==> config.mk <==
export PLATFORM = sky130hd
export DESIGN_NAME = apb_slave_regfile
export DESIGN_NICKNAME = d
export VERILOG_FILES = /design/src/rtl/apb_slave_regfile.sv
export SDC_FILE = /design/constraint.sdc
export NUM_CORES = 1
export LEC_CHECK = 0
export ABC_AREA = 1
export BUFFER_PORTS_ARGS = -buffer_cell sky130_fd_sc_hd__buf_4
export CELL_PAD_IN_SITES_DETAIL_PLACEMENT = 1
export CELL_PAD_IN_SITES_GLOBAL_PLACEMENT = 2
export CORE_ASPECT_RATIO = 0.9
export CORE_MARGIN = 8
export CORE_UTILIZATION = 30
export CTS_CLUSTER_DIAMETER = 30
export CTS_CLUSTER_SIZE = 40
export DETAILED_ROUTE_END_ITERATION = 16
export GPL_TIMING_DRIVEN = 0
export PLACE_DENSITY = 0.88
export SLEW_MARGIN = 20
export SYNTH_ARGS = -nofsm -noshare
export SYNTH_HDL_FRONTEND = slang
export SYNTH_SLANG_ARGS = --single-unit
==> constraint.sdc <==
create_clock -name Pclk -period 2 [get_ports Pclk]
set_input_delay 0.3 -clock Pclk [delete_from_list [all_inputs] [get_ports Pclk]]
set_output_delay 0.3 -clock Pclk [all_outputs]
set_load 0.05 [all_outputs]
==> src/rtl/apb_slave_regfile.sv <==
// APB3 completer with a bank of R/W registers and a read-only status word.
// Inserts WAIT_CYCLES wait states and reports bad accesses on Pslverr.
module apb_slave_regfile #(
    parameter int unsigned NUM_REGS    = 16,
    parameter int unsigned WAIT_CYCLES = 2,
    parameter logic [31:0] BASE_ADDR   = 32'h0000_0000,
    parameter logic [31:0] RESET_VAL   = 32'h0000_0000
) (
    input  logic                     Pclk,
    input  logic                     Presetn,
    input  logic                     Psel,
    input  logic                     Penable,
    input  logic                     Pwrite,
    input  logic [31:0]              Paddr,
    input  logic [31:0]              Pwdata,
    input  logic [31:0]              status_in,
    output logic                     Pready,
    output logic [31:0]              Prdata,
    output logic                     Pslverr,
    output logic [NUM_REGS*32-1:0]   reg_q
);

    localparam int unsigned IdxW      = $clog2(NUM_REGS);
    localparam logic [31:0] StatusOff = 32'(NUM_REGS * 4);
    localparam logic [3:0]  WaitInit  = 4'(WAIT_CYCLES);

    typedef enum logic [1:0] {StIdle, StWait, StReady} state_e;

    state_e             state_q;
    logic [3:0]         cnt_q;
    logic [IdxW-1:0]    idx_q;
    logic               err_q;
    logic               write_q;
    logic               status_q;
    logic [31:0]        regs_q [NUM_REGS];

    logic [31:0]        off;
    logic               dec_err;
    logic               dec_status;
    logic [IdxW-1:0]    dec_idx;
    logic               setup;
    logic               access;

    logic [IdxW-1:0]    rsp_idx;
    logic               rsp_err;
    logic               rsp_status;
    logic [31:0]        rsp_rdata;

    always_comb begin
        off        = Paddr - BASE_ADDR;
        dec_status = (off == StatusOff);
        dec_err    = (Paddr[1:0] != 2'b00) | (Paddr < BASE_ADDR) | (off > StatusOff) |
                     (Pwrite & dec_status);
        dec_idx    = off[IdxW+1:2];
        setup      = Psel & ~Penable;
        access     = Psel & Penable;
    end

    // Zero-wait transfers enter READY straight from the setup edge, before the
    // latched decode exists, so the response is built from the live decode then.
    always_comb begin
        rsp_idx    = idx_q;
        rsp_err    = err_q;
        rsp_status = status_q;
        if (state_q == StIdle) begin
            rsp_idx    = dec_idx;
            rsp_err    = dec_err;
            rsp_status = dec_status;
        end
        if (rsp_err) begin
            rsp_rdata = 32'h0;
        end else if (rsp_status) begin
            rsp_rdata = status_in;
        end else begin
            rsp_rdata = regs_q[rsp_idx];
        end
    end

    always_ff @(posedge Pclk or negedge Presetn) begin
        if (!Presetn) begin
            state_q  <= StIdle;
            cnt_q    <= 4'd0;
            idx_q    <= '0;
            err_q    <= 1'b0;
            write_q  <= 1'b0;
            status_q <= 1'b0;
            Pready   <= 1'b0;
            Prdata   <= 32'h0;
            Pslverr  <= 1'b0;
            for (int i = 0; i < int'(NUM_REGS); i++) begin
                regs_q[i] <= RESET_VAL;
            end
        end else begin
            unique case (state_q)
                StIdle: begin
                    if (setup) begin
                        idx_q    <= dec_idx;
                        err_q    <= dec_err;
                        write_q  <= Pwrite;
                        status_q <= dec_status;
                        if (WAIT_CYCLES == 0) begin
                            state_q <= StReady;
                            Pready  <= 1'b1;
                            Prdata  <= rsp_rdata;
                            Pslverr <= rsp_err;
                        end else begin
                            state_q <= StWait;
                            cnt_q   <= WaitInit;
                        end
                    end
                end
                StWait: begin
                    if (!Psel) begin
                        // Master abort: drop the transfer without touching registers.
                        state_q <= StIdle;
                        cnt_q   <= 4'd0;
                    end else if (Penable) begin
                        if (cnt_q == 4'd1) begin
                            state_q <= StReady;
                            cnt_q   <= 4'd0;
                            Pready  <= 1'b1;
                            Prdata  <= rsp_rdata;
                            Pslverr <= rsp_err;
                        end else begin
                            cnt_q <= cnt_q - 4'd1;
                        end
                    end
                end
                StReady: begin
                    if (access && Pready) begin
                        if (write_q && !err_q) begin
                            regs_q[idx_q] <= Pwdata;
                        end
                        state_q <= StIdle;
                        Pready  <= 1'b0;
                        Prdata  <= 32'h0;
                        Pslverr <= 1'b0;
                    end else if (!Psel) begin
                        state_q <= StIdle;
                        Pready  <= 1'b0;
                        Prdata  <= 32'h0;
                        Pslverr <= 1'b0;
                    end
                end
                default: begin
                    state_q <= StIdle;
                end
            endcase
        end
    end

    for (genvar i = 0; i < int'(NUM_REGS); i++) begin : g_flat
        assign reg_q[32*i +: 32] = regs_q[i];
    end

endmodule

==> summary.md <==
| Metric | Value |
|---|---|
| Outcome | `finished with violations` |
| Violations in the final reports | `setup timing` |
| Max-capacitance violation count | `0` |
| Routed WL per cell | `32.2 um` |
| Clock sink total | `559` |
| Max Fanout on Critical Path | `10` |
| Fill cell instance count of the final layout | `9,472` |
| Final Cycle Share | `115%` |
| Critical Path RT | `2.60 ns` |
| Fraction of registers with async set/reset | `100%` |
| Synth top area share | `54.5%` |
| Synth unique cells | `28` |
| IO Count | `647` |
| Critical setup path kind | `reg2reg` |
| Ranking of synthesized cells by instance count | `nand2_1, dfrtp_1, o21ai_0` |
| Antenna violation net count after detailed routing | `0` |
| Adder-cell share of the synthesized area | `0.0975%` |
| Floorplan core area | `84,500 um2` |
| RSZ-0062 raised after global routing | `true` |
| Worst vdd rail ir drop | `0.000917 V` |
| Seq/Total Area, Yosys | `54.5%` |
| Area contributors post-synth | `dfrtp_1, nand2_1, o21ai_0` |
| Slew margin rel. | `47.1%` |
| Area added between synthesis and finish | `72.1%` |
| Post-synthesis cell count | `3,228` |
| Number of iterations in the first detailed-routing pass | `5` |
| Compound-Gate Fraction of Synth Area | `11.0%` |
| Post-synthesis mux area share | `0%` |
| Total half-perimeter wirelength after legalization and detailed placement | `122,000 um` |
| Total setup violations reported at the end of the flow | `207` |
| Total global routing track utilization | `33.3%` |
| Aggregate routed wire length | `176,000 um` |
| Cell count of the worst reg-to-reg path | `11` |
| Number of vias after detailed routing | `30.7k` |
| Endpoints failing hold | `0` |
| Iteration-0 DRC Markers | `3,286` |
| Cell area after synthesis | `25,700 um2` |
| Kind of start point of the critical path | `flip-flop` |
| Die width | `324 um` |
| Cts bufs inserted | `156` |
| Fraction of the mapped netlist area in simple logic gates | `28.9%` |
| Final core area utilization | `52.3%` |
| Top layer used by detailed routing | `met4` |
| Routed length on met1 | `65,900 um` |
| Capturing element type of the critical path | `flip-flop` |
| Number of buffers inserted by port buffering | `646` |
| R2R Path Start | `idx_q[2]` |
| Length of routed met3 wiring | `20,300 um` |
| Area leader, netlist | `dfrtp_1` |
| Nets | `4,294` |
| Die area | `95,200 um2` |
| Initial standard-cell utilization of the core | `30.4%` |
| Clock transition time at the flip-flop clock pins of the worst setup and hold paths | `0.04 ns` |
| Residual DRC | `0` |
| Synthesized flop and latch total | `559` |
| Power density relative to cell area | `1280 nW/um2` |
| CTS Root Cell | `clkbuf_16` |
| Tightest Hold Check Type | `in2reg` |
| Global-route wire length before repair | `230,000 um` |
| Die H | `293 um` |
| Synth warn | `0` |
| Largest net degree at the start of global routing | `91` |
| Achievable clock frequency | `435 MHz` |
| Clock latency on the worst-skew pair | `0.74 ns` |
| Post-synth net total | `3,331` |
| Setup TNS Final | `-21.07 ns` |
| Largest family of logic cells by synthesized area | `simple AND/OR/NAND/NOR gates` |
| Final critical delay including setup and external delays | `2.30 ns` |
| Global placement routability congestion | `0.936` |
| Number of flops mapped to enable cells by yosys | `0` |
| WL met2 | `77,400 um` |
| Synth Area in XOR/XNOR | `0%` |
| R2R Setup Slk | `-0.30 ns` |
| Clock tree from TritonCTS | `done` |
| Hold Path Origin | `Psel` |
| Dominant cell by count in the synthesized netlist | `nand2_1` |
| Setup WS post-layout | `-0.300 ns` |
| Mean instance size in the synthesized netlist | `7.95 um2` |
| Transition time at the pin with the least slew margin | `0.794 ns` |
| Layout cells sized above 1 | `36.9%` |
| Max Root-Sink Buffers | `3` |
| Antenna violations before repair | `2` |
| Post-Route Skew | `0.0378 ns` |
| Hold Crit Endpoint | `state_q[0]` |
| Lkg Pwr | `21.3 nW` |
| Top_reg_cell synth | `dfrtp_1` |
| End of the worst register-to-register path | `Prdata[31]` |
| Total overflow reported by the global router | `0` |
| Final max-slew violation count | `0` |
| Drt via density | `5.62` |
| Worst Hold Depth | `5` |
| Arr. time, crit path | `2.90 ns` |
| Vias in the first global route | `30.2k` |
| Cell Rows | `101` |
| Maximum level of the CTS H-tree | `4` |
-- final cells by class --
type,instances,area (um2),share of cell area [%]
repair buffers,802,7100,16.1
clock inverters,71,1160,2.62
flip-flops and latches,559,14000,31.7
well taps,1133,1420,3.21
multi-input cells,2356,13000,29.3
plain buffers,251,2770,6.26
inverters,65,277,0.626
clock buffers,215,4490,10.2
diodes,4,10.0,0.0227
-- registers in the layout (all words and copies together), names as in the netlist --
| register | count |
|---|---|
| idx_q | 4 |
| Pslverr | 1 |
| state_q | 2 |
| cnt_q | 4 |
| err_q | 1 |
| Pready | 1 |
| Prdata | 32 |
| reg_q | 512 |
| status_q | 1 |
| write_q | 1 |
-- critical path: stages (launching register included) --
cell	delay (ns)
dfrtp_1	0.33
buf_4	0.29
inv_1	0.15
o21ai_2	0.28
inv_2	0.20
clkbuf_4	0.29
nand3_1	0.18
nand3_2	0.11
nand2_4	0.14
nand2_2	0.07
nand2_1	0.07
nand2_1	0.05
-- layer usage --
layer / GRT usage [%] / vias to the layer above
met1: 40.5 / 15600
met2: 50.8 / 1869
li1: - / 12600
met3: 13.2 / 530
met5: 0 / -
met4: 17.7 / 0
-- how the worst max path moves through the flow --
stage,from,depth (start not counted),endpoint
global placement,Presetn,1,reg_q[445]
CTS,state_q[1],15,Prdata[18]
finish,idx_q[2],11,Prdata[31]
floorplan,Pready,8,reg_q[387]
global route,idx_q[2],11,Prdata[25]
detailed placement,state_q[1],13,Prdata[3]
-- cell families (layout without fill, tap and decap cells) --
| logic type | count (synthesis) | count (layout) |
|---|---|---|
| other cells | 0 | 4 |
| simple gates | 1788 | 1792 |
| buf+inv | 317 | 1404 |
| flops | 559 | 559 |
| fa+ha+maj | 2 | 2 |
| compound gates | 562 | 562 |
-- through the flow --
stage          worst slack [ns]  instances  hold WS, ns  cell area (um2)  power (mW)
5_1_grt                  -0.309       5452       0.0494            44200        57.3
2_1_floorplan             0.119       3228      0.00441            25700        16.9
3_5_place_dp              -1.08       5014        0.298            32100        22.5
3_3_place_gp              -5.98       5007        0.459            31900        22.4
4_1_cts                  -0.260       5387      0.00518            40200        51.7
6_report                 -0.300       5456       0.0379            44200        56.5
-- layout by cell type (no fill, tap or decap), types with 47 or more instances in the layout --
cell / count
clkbuf_16: 190
o21ai_1: 47
buf_4: 699
nand2_1: 1167
inv_1: 59
nor2_1: 62
nand3_1: 177
dfrtp_1: 557
o21ai_0: 477
nand3_4: 99
dlygate4sd3_1: 67
buf_12: 67
clkbuf_1: 67
nand3_2: 183
-- timing repair --
action | in CTS | in global routing
cloned | 3 | 34
resized for setup | 452 | 792
setup endpoints to repair | 544 | 632
endpoints found under the hold margin | 256 | 0
buffers inserted | 17 | 32
hold buffers | 67 | 0
pin swaps | 23 | 149
-- power by group --
| group | switching (mW) | internal (mW) | total (mW) |
|---|---|---|---|
| Clock | 7.95 | 18.9 | 26.9 |
| Combinational | 11.8 | 6.21 | 18.0 |
| Sequential | 0.141 | 11.6 | 11.7 |
| Total | 19.8 | 36.7 | 56.5 |
(Power assumes the default switching activity.)
